### src/rtl/calc_engine.sv
// Multi-cycle arithmetic engine: add, sub, shift-add mult, restoring div,
// subtractive gcd, trial-division primality and incremental integer sqrt.
module calc_engine (
  input  logic        Clk,
  input  logic        Reset,
  input  logic        Start,
  input  logic        add,
  input  logic        sub,
  input  logic        div,
  input  logic        mult,
  input  logic        gcd,
  input  logic        isprime,
  input  logic        sqrt,
  input  logic [7:0]  A,
  input  logic [7:0]  B,
  output logic        Busy,
  output logic        Done,
  output logic [15:0] Result,
  output logic [7:0]  Rem,
  output logic        Err,
  output logic        Neg
);

  localparam int unsigned DW   = 8;
  localparam int unsigned RW   = 16;
  localparam int unsigned CW   = 5;
  localparam int unsigned NOPS = 7;
  localparam int unsigned SQW  = 10;

  localparam int unsigned OP_ADD  = 0;
  localparam int unsigned OP_SUB  = 1;
  localparam int unsigned OP_DIV  = 2;
  localparam int unsigned OP_MULT = 3;
  localparam int unsigned OP_GCD  = 4;
  localparam int unsigned OP_PRIM = 5;

  typedef enum logic [1:0] {IDLE, CALC, FIN} state_t;

  state_t          state_q, state_d;
  logic [DW-1:0]   a_q, a_d, b_q, b_d, rw_q, rw_d;
  logic [NOPS-1:0] op_q, op_d;
  logic            ill_q, ill_d;
  logic [CW-1:0]   cnt_q, cnt_d;
  logic [RW-1:0]   acc_q, acc_d;
  logic [RW-1:0]   result_q, result_d;
  logic [DW-1:0]   rem_q, rem_d;
  logic            err_q, err_d, neg_q, neg_d, busy_q, busy_d, done_q, done_d;

  logic [NOPS-1:0] sel_c;
  logic            sel_legal_c;
  logic [RW-1:0]   mul_pp_c, mul_sum_c;
  logic [DW:0]     div_sh_c;
  logic            div_ge_c;
  logic [DW-1:0]   div_nx_c;
  logic [CW-1:0]   pr_d_c, sq_r1_c;
  logic [SQW-1:0]  pr_sq_c, sq_sq_c;
  logic [DW-1:0]   pr_mod_c;
  logic            fin_c, ferr_c, fneg_c;
  logic [RW-1:0]   fres_c;
  logic [DW-1:0]   frem_c;

  assign sel_c       = {sqrt, isprime, gcd, mult, div, sub, add};
  assign sel_legal_c = (sel_c != '0) && ((sel_c & (sel_c - NOPS'(1))) == '0);

  // Per-iteration datapath for the multi-cycle ops
  assign mul_pp_c  = b_q[cnt_q[2:0]] ? (RW'(a_q) << cnt_q[2:0]) : '0;
  assign mul_sum_c = acc_q + mul_pp_c;
  assign div_sh_c  = {rw_q, a_q[DW-1]};
  assign div_ge_c  = div_sh_c >= {1'b0, b_q};
  assign div_nx_c  = div_ge_c ? DW'(div_sh_c - {1'b0, b_q}) : div_sh_c[DW-1:0];
  assign pr_d_c    = cnt_q + CW'(2);
  assign pr_sq_c   = SQW'(pr_d_c) * SQW'(pr_d_c);
  assign pr_mod_c  = a_q % DW'(pr_d_c);
  assign sq_r1_c   = cnt_q + CW'(1);
  assign sq_sq_c   = SQW'(sq_r1_c) * SQW'(sq_r1_c);

  always_comb begin
    state_d  = state_q;
    a_d      = a_q;
    b_d      = b_q;
    op_d     = op_q;
    ill_d    = ill_q;
    cnt_d    = cnt_q;
    acc_d    = acc_q;
    rw_d     = rw_q;
    result_d = result_q;
    rem_d    = rem_q;
    err_d    = err_q;
    neg_d    = neg_q;
    fin_c    = 1'b0;
    fres_c   = '0;
    frem_c   = '0;
    ferr_c   = 1'b0;
    fneg_c   = 1'b0;
    case (state_q)
      IDLE: begin
        if (Start) begin
          state_d = CALC;
          a_d     = A;
          b_d     = B;
          op_d    = sel_c;
          ill_d   = !sel_legal_c;
          cnt_d   = '0;
          acc_d   = '0;
          rw_d    = '0;
        end
      end
      CALC: begin
        if (ill_q) begin
          fin_c  = 1'b1;
          ferr_c = 1'b1;
        end else if (op_q[OP_ADD]) begin
          fin_c  = 1'b1;
          fres_c = RW'(a_q) + RW'(b_q);
        end else if (op_q[OP_SUB]) begin
          fin_c  = 1'b1;
          fres_c = {8'b0, DW'(a_q - b_q)};
          fneg_c = b_q > a_q;
        end else if (op_q[OP_MULT]) begin
          acc_d = mul_sum_c;
          cnt_d = cnt_q + CW'(1);
          if (cnt_q == CW'(7)) begin
            fin_c  = 1'b1;
            fres_c = mul_sum_c;
          end
        end else if (op_q[OP_DIV]) begin
          if (b_q == '0) begin
            fin_c  = 1'b1;
            ferr_c = 1'b1;
            fres_c = '1;
            frem_c = a_q;
          end else begin
            a_d   = {a_q[DW-2:0], div_ge_c};
            rw_d  = div_nx_c;
            cnt_d = cnt_q + CW'(1);
            if (cnt_q == CW'(7)) begin
              fin_c  = 1'b1;
              fres_c = {8'b0, a_q[DW-2:0], div_ge_c};
              frem_c = div_nx_c;
            end
          end
        end else if (op_q[OP_GCD]) begin
          // A zero operand ends immediately; otherwise subtract until equal
          if (a_q == '0 || b_q == '0) begin
            fin_c  = 1'b1;
            fres_c = RW'(a_q | b_q);
          end else if (a_q == b_q) begin
            fin_c  = 1'b1;
            fres_c = RW'(a_q);
          end else if (a_q > b_q) begin
            a_d = a_q - b_q;
          end else begin
            b_d = b_q - a_q;
          end
        end else if (op_q[OP_PRIM]) begin
          if (a_q < DW'(2)) begin
            fin_c = 1'b1;
          end else if (pr_sq_c > SQW'(a_q) || pr_d_c > CW'(15)) begin
            fin_c  = 1'b1;
            fres_c = RW'(1);
          end else if (pr_mod_c == '0) begin
            fin_c = 1'b1;
          end else begin
            cnt_d = cnt_q + CW'(1);
          end
        end else begin
          if (sq_sq_c <= SQW'(a_q)) begin
            cnt_d = sq_r1_c;
          end else begin
            fin_c  = 1'b1;
            fres_c = RW'(cnt_q);
          end
        end
        if (fin_c) begin
          state_d  = FIN;
          result_d = fres_c;
          rem_d    = frem_c;
          err_d    = ferr_c;
          neg_d    = fneg_c;
        end
      end
      FIN:     state_d = IDLE;
      default: state_d = IDLE;
    endcase
    busy_d = (state_d == CALC);
    done_d = (state_d == FIN);
  end

  always_ff @(posedge Clk or negedge Reset) begin
    if (!Reset) begin
      state_q  <= IDLE;
      a_q      <= '0;
      b_q      <= '0;
      op_q     <= '0;
      ill_q    <= 1'b0;
      cnt_q    <= '0;
      acc_q    <= '0;
      rw_q     <= '0;
      result_q <= '0;
      rem_q    <= '0;
      err_q    <= 1'b0;
      neg_q    <= 1'b0;
      busy_q   <= 1'b0;
      done_q   <= 1'b0;
    end else begin
      state_q  <= state_d;
      a_q      <= a_d;
      b_q      <= b_d;
      op_q     <= op_d;
      ill_q    <= ill_d;
      cnt_q    <= cnt_d;
      acc_q    <= acc_d;
      rw_q     <= rw_d;
      result_q <= result_d;
      rem_q    <= rem_d;
      err_q    <= err_d;
      neg_q    <= neg_d;
      busy_q   <= busy_d;
      done_q   <= done_d;
    end
  end

  assign Busy   = busy_q;
  assign Done   = done_q;
  assign Result = result_q;
  assign Rem    = rem_q;
  assign Err    = err_q;
  assign Neg    = neg_q;

endmodule

### config.mk
export PLATFORM = sky130hd
export DESIGN_NAME = calc_engine
export DESIGN_NICKNAME = d
export VERILOG_FILES = /design/src/rtl/calc_engine.sv
export SDC_FILE = /design/constraint.sdc
export NUM_CORES = 1
export LEC_CHECK = 0
export ABC_AREA = 1
export CORE_MARGIN = 2
export CORE_UTILIZATION = 53
export CTS_CLUSTER_DIAMETER = 80
export DETAILED_ROUTE_END_ITERATION = 7
export MAX_ROUTING_LAYER = met4
export PLACE_DENSITY = 0.72
export SYNTH_ARGS = -nofsm -noshare
export SYNTH_HDL_FRONTEND = slang
export SYNTH_SLANG_ARGS = --single-unit
### constraint.sdc
create_clock -name Clk -period 12.7 [get_ports Clk]
set_input_delay 2.54 -clock Clk [delete_from_list [all_inputs] [get_ports Clk]]
set_output_delay 2.54 -clock Clk [all_outputs]
set_load 0.05 [all_outputs]
Word level (Yosys, flattened, before mapping)
Cells that the tools add are included.
{ "word_totals": {"register_bits": 82, "output_inout_bits": 28, "elab_cells": 188} }
{ "op_classes": {"addsub": 8, "n_mul": 2, "div": 1, "n_lt_le_gt_ge": 8, "eq_ne": 29, "n_shift": 1, "n_mux": 105, "bitwise": 2, "reduce_logical": 18} }
{ "ops": {"columns": ["operator", "n"], "rows": [
  ["$mux W8", 40],
  ["$mux W16", 13],
  ["$mux W5", 15],
  ["$pmux W8 S2", 3],
  ["$reduce_and A11 Y1", 3],
  ["$pmux W16 S2", 1],
  ["$mux W1", 28],
  ["$ne A2 B2 Y1 const B", 13],
  ["$logic_not A8 Y1", 3],
  ["$sub A8 B8 Y8", 3],
  ["$mul A5 B5 Y10", 2],
  ["$ne A5 B5 Y1 const B", 4],
  ["$add A16 B16 Y16", 1],
  ["$gt A8 B8 Y1", 2],
  ["$shl A8 B3 Y16", 1],
  ["$ne A3 B3 Y1 const B", 5],
  ["$gt A10 B8 Y1", 1],
  ["$le A10 B8 Y1", 1],
  ["$pmux W5 S2", 1],
  ["$add A8 B8 Y9", 1],
  ["$ge A9 B8 Y1", 1],
  ["$eq A8 B8 Y1", 1],
  ["$lt A8 B2 Y1 const B", 1],
  ["$mod A8 B5 Y8", 1],
  ["24 further kinds", 29]
]} }

Depth between registers and ports, before layout
Gate-level depths: netlist (run 1).
{ "logic_depth": {"ltp_word": 17, "depth_mapped": 88, "ltp_nobuf": 87} }

Worst setup path after synthesis (run 1)
No wires, ideal clock.
{ "synth_path": {"path_kind": "flip-flop to flip-flop", "from": "register cnt_q[1]", "to": "register err_q (netlist: Err)", "t_arrival_ps": 10426, "required_ps": 12581, "slack_ps": 2155, "stages_incl_launch_ff": 83, "synth_period_minus_slack_ps": 10545, "path_cell_list": "dfrtp_1 > inv_1 > clkbuf_1 > ha_1 > inv_1 > nor2_4 > nand3_1 > nand2_1 > nand2_1 > nand2_1 > inv_1 > ha_1 > o21ai_0 > nand2_1 > nand3_2 > nand2_1 > o21ai_2 > ha_1 > [... 47 more ...] > nand2_1 > fa_1 > nand3_1 > nand2_1 > or2_2 > a21oi_1 > nand3_1 > nand2_1 > nand3_1 > nand2_1 > nand2_1 > nand2_1 > nand2_2 > nand3_4 > nand2_8 > buf_12 > nand2_2 > nand2_1"} }
{ "synth_between": {"elab_chain_len": 15} }
{ "synth_lines": {"columns": ["item", "line_no", "source"], "rows": [
  ["start, declared", "43", "logic [CW-1:0] cnt_q, cnt_d;"],
  ["start signal, assigned", "211", "cnt_q <= cnt_d;"],
  ["$add A5 B2 Y5", "71", "assign pr_d_c = cnt_q + CW'(2);"],
  ["$mod A8 B5 Y8 / $mul A5 B5 Y10 (equally long branches)", "73, 72", null],
  ["$logic_not A8 Y1 / $gt A10 B8 Y1 (equally long branches)", "161, 158", null],
  ["$mux W1 / $logic_or A1 B1 Y1 (equally long branches)", "161, 158", null],
  ["$mux W1", "158", "end else if (pr_sq_c > SQW'(a_q) || pr_d_c > CW'(15)) begin"],
  ["$mux W1", "156", "if (a_q < DW'(2)) begin"],
  ["$mux W1", "155", "end else if (op_q[OP_PRIM]) begin"],
  ["$mux W1", "142", "end else if (op_q[OP_GCD]) begin"],
  ["$mux W1", "126", "end else if (op_q[OP_DIV]) begin"],
  ["$mux W1 (*)", "119", "end else if (op_q[OP_MULT]) begin"],
  ["$mux W1 (*)", "115", "end else if (op_q[OP_SUB]) begin"],
  ["$mux W1 (*)", "112", "end else if (op_q[OP_ADD]) begin"],
  ["$mux W1 (*)", "109", "if (ill_q) begin"],
  ["$mux W1 (*)", "95", "case (state_q)"],
  ["$reduce_and A2 Y1 (no line) (*)", null, null],
  ["end signal, assigned", "216", "err_q <= err_d;"],
  ["end, declared", "47", "logic err_q, err_d, neg_q, neg_d, busy_q, busy_d, done_q, done_d;"]
]} }
Mark *: on every way between the ends. The rest lies on a longest branch, timed or not. The select of a mux whose other input is x is not followed.
A chain may end at the register's enable or synchronous reset.

Worst setup path after layout (run 1)
{ "layout_path": {"from": "register cnt_q[1]", "to": "register result_q[11] (netlist: Result[11])"} }
{ "layout_between": {"elab_chain_len": 15} }
{ "layout_lines": {"columns": ["item", "line_no", "source"], "rows": [
  ["$add A5 B2 Y5", "71", null],
  ["$mod A8 B5 Y8 / $mul A5 B5 Y10 (equally long branches)", "73, 72", null],
  ["$logic_not A8 Y1 / $gt A10 B8 Y1 (equally long branches)", "161, 158", null],
  ["$mux W1 / $logic_or A1 B1 Y1 (equally long branches)", "161, 158", null],
  ["$mux W1", "158", null],
  ["$mux W1", "156", null],
  ["$mux W1", "155", null],
  ["$mux W1", "142", null],
  ["$mux W1", "126", null],
  ["$mux W1", "119", null],
  ["$mux W1", "115", null],
  ["$mux W1", "112", null],
  ["$mux W1", "109", null],
  ["$mux W1", "95", null],
  ["$reduce_and A2 Y1 (no line)", null, null],
  ["end signal, assigned", "214", "result_q <= result_d;"],
  ["end, declared", "45", "logic [RW-1:0] result_q, result_d;"]
]} }
Several ways; a longest one is shown, not always the timed one. The select of a mux whose other input is x is not followed.

==> impl_metrics.env, run 1 <==
export IMPL_status="finished, final reports clean"
export IMPL_syn_inst=1395
export IMPL_finalWeightedCongestion=0.9766
export IMPL_cts_made_buffers=9
export IMPL_gr_total_overflow=0
export IMPL_clock_path_buffers=2
export IMPL_worstReg2RegStart="cnt_q[1]"
export IMPL_tightest_slew_ps=993.8
export IMPL_hold_buffers=0
export IMPL_r2r_setup_slack_ps=1210
export IMPL_nFillCells=1703
export IMPL_antenna_found_initial=0
export IMPL_syn_avg_cell_area_um2=6.976
export IMPL_synth_area_um2=9732
export IMPL_cp_data_required_time_ps=12950
export IMPL_avgViaCountPerCell=5.737
export IMPL_timing_hold_ws_ps=480.9
export IMPL_worst_path_max_fanout=36
export IMPL_core_um2=17960
export IMPL_dp_hpwl_um=21400
export IMPL_crit_slowest_cell="dfrtp_1"
export IMPL_max_slew_margin_pct=33.75
export IMPL_synth_cell_types=54
export IMPL_postSynthNetCount=1563
export IMPL_first_pass_iters=5
export IMPL_whs_path_depth=2
export IMPL_vias=9523
export IMPL_critical_path_class="flop to flop"
export IMPL_grt_pass1_vias=8891
export IMPL_rows=49
export IMPL_synth_top_area_share_pct=21.09
export IMPL_rsz0062_at_grt="false"
export IMPL_fin_skew_ps=12.64
export IMPL_final_hold_viol_count=0
export IMPL_post_place_ws_ps=1068
export IMPL_fin_nets=1594
export IMPL_crit_path_end_kind="flop"
export IMPL_synth_area_leaders="dfrtp_1 21%, ha_1 17%, nand2_1 10%, inv_1 7.6%, o21ai_0 6.4%"
export IMPL_antenna_cells=0
export IMPL_ant_nets=0
export IMPL_min_from="Result[5]"
export IMPL_io_pin_count=54
export IMPL_drt_wl_total_um=28210
export IMPL_drv_slew=0
export IMPL_yosysTopAreaCell="dfrtp_1"
export IMPL_fin_util_pct=59.97
export IMPL_clk_latency_ps=360
export IMPL_synthTopCellsByCount="270 x nand2_1, 196 x inv_1, 129 x ha_1"
export IMPL_tritoncts="built"
export IMPL_cpMostUsedCell="nand2_1"
export IMPL_fin_crit_ps=11490
export IMPL_chipHeight_um=139.5
export IMPL_htreeDepth=3
export IMPL_cp_arrival_ps=11730
export IMPL_clk_pin_slew_worst_paths_ps=70
export IMPL_fmax_mhz=87.06
export IMPL_clock_sinks=82
export IMPL_critical_path_max_stage_delay_ps=420
export IMPL_reg2reg_to="Result[11]"
export IMPL_worst_r2r_cell_count=84
export IMPL_maxCapViolations=0
export IMPL_synth_most_common_cell="nand2_1"
export IMPL_fp_dieW_um=139.5
export IMPL_min_to="Result[5]"
export IMPL_first_iter_violations=854
export IMPL_area_growth_pct=10.70
export IMPL_grt_pass1_wl_um=45700
export IMPL_die_area_um2=19460
export IMPL_fin_crit_sh_pct=90.44
export IMPL_port_buffers=53
export IMPL_grt_util_all_layers_pct=29.90
export IMPL_start_util_pct=54.18
export IMPL_wire_per_inst_um=16.99
export IMPL_worstHoldPathType="flop to flop"
export IMPL_critPathLaunchType="flop"
export IMPL_yosys_warnings=0
export IMPL_synth_edf_count=0
export IMPL_ys_seq_elements=82
export IMPL_drive_gt1_share_pct=6.429
export IMPL_root_buffer="clkbuf_16"
export IMPL_synthFlopType="dfrtp_1"
export IMPL_ys_seq_area_share_pct=21.09
export IMPL_grt_max_degree=75
export IMPL_setup_viol=0
export IMPL_drc=0
export IMPL_tns_ps=0
export IMPL_ys_async_sr_fraction_pct=100.0
export IMPL_setup_ws_ps=1214
layout by cell type (no fill, tap or decap), types with 11 or more instances in the layout:
cell / n
o21bai_1: 15
xnor2_1: 16
o22ai_1: 21
a21oi_1: 92
fa_1: 13
xor2_1: 38
o211ai_1: 14
buf_4: 11
o21ai_0: 124
dfrtp_1: 81
nand2_2: 27
clkdlybuf4s50_1: 52
nor3_1: 14
nand2_1: 270
nand3_1: 73
nor2_1: 107
inv_1: 195
ha_1: 128
nand4_1: 17
state kept, by name (all words and copies together), names as in the netlist:
signal	count
Busy	1
Done	1
Err	1
Neg	1
Rem	8
Result	16
a_q	8
acc_q	16
b_q	8
cnt_q	5
ill_q	1
op_q	6
rw_q	8
state_q	2
how the worst max path moves through the flow:
stage,end,start,depth (start not counted)
after floorplan,Err,cnt_q[1],82
after global placement,Result[10],cnt_q[2],79
after detailed placement,Result[6],cnt_q[2],83
after CTS,Result[11],cnt_q[2],83
after global routing,Result[11],cnt_q[1],81
final,Result[11],cnt_q[1],84
layer usage:
metal,up-vias,track usage (%),wire length [um],share of wire (%)
met5,-,-,0,0
met4,0,6.752,576,2.0
met3,46,5.368,2001,7.1
met2,358,46.70,12870,46
met1,4418,40.68,12760,45
li1,4701,-,-,-
through the flow:
step / instances / cell area, um^2
after floorplan: 1395 / 9732
after global placement: 1642 / 10400
after detailed placement: 1642 / 10400
after CTS: 1658 / 10730
after global routing: 1660 / 10770
final: 1660 / 10770
cells by family after synthesis:
family                   after synthesis  synth area share [%]
AO/OA/AOI/OAI                        323                 19.16
adder cells (fa/ha/maj)              142                 19.26
AND/OR/NAND/NOR                      546                 25.48
flip-flops                            82                 21.09
XOR/XNOR                              54                 4.860
buffers and inverters                248                 10.16
timing repair:
action	in CTS	in global routing
buffers inserted	0	2
endpoints found under the setup margin	0	28
hold endpoints to repair	0	0
gates resized for setup	0	7
worst max-delay path, delay by kind of cell (launching register included):
family          cells  cell delay (ps)
simple gates       44             4490
compound gates     19             2950
fa+ha+maj           8             2370
buf+inv            13             1130
flops               1              420
layout make-up:
type	count	area (um^2)	share of cell area [%]
Clock inverter	7	108.9	1.010
Timing Repair Buffer	64	618.1	5.738
Tap cell	229	286.5	2.660
Sequential cell	82	2053	19.06
Multi-Input combinational cell	1065	6711	62.30
Inverter	204	769.5	7.143
Clock buffer	9	225.2	2.091
Power of run 1 is not shown: default switching activity piles up to over one toggle a cycle in this logic, so the estimate is an artifact.
==> inputs of run 2 (changes only) <==
- CTS_CLUSTER_DIAMETER: 80 -> 200
==> results of run 2 <==
No change in the layout: final DEF, timing and power equal those of run 1.
Power of run 2 is left out for the same reason.
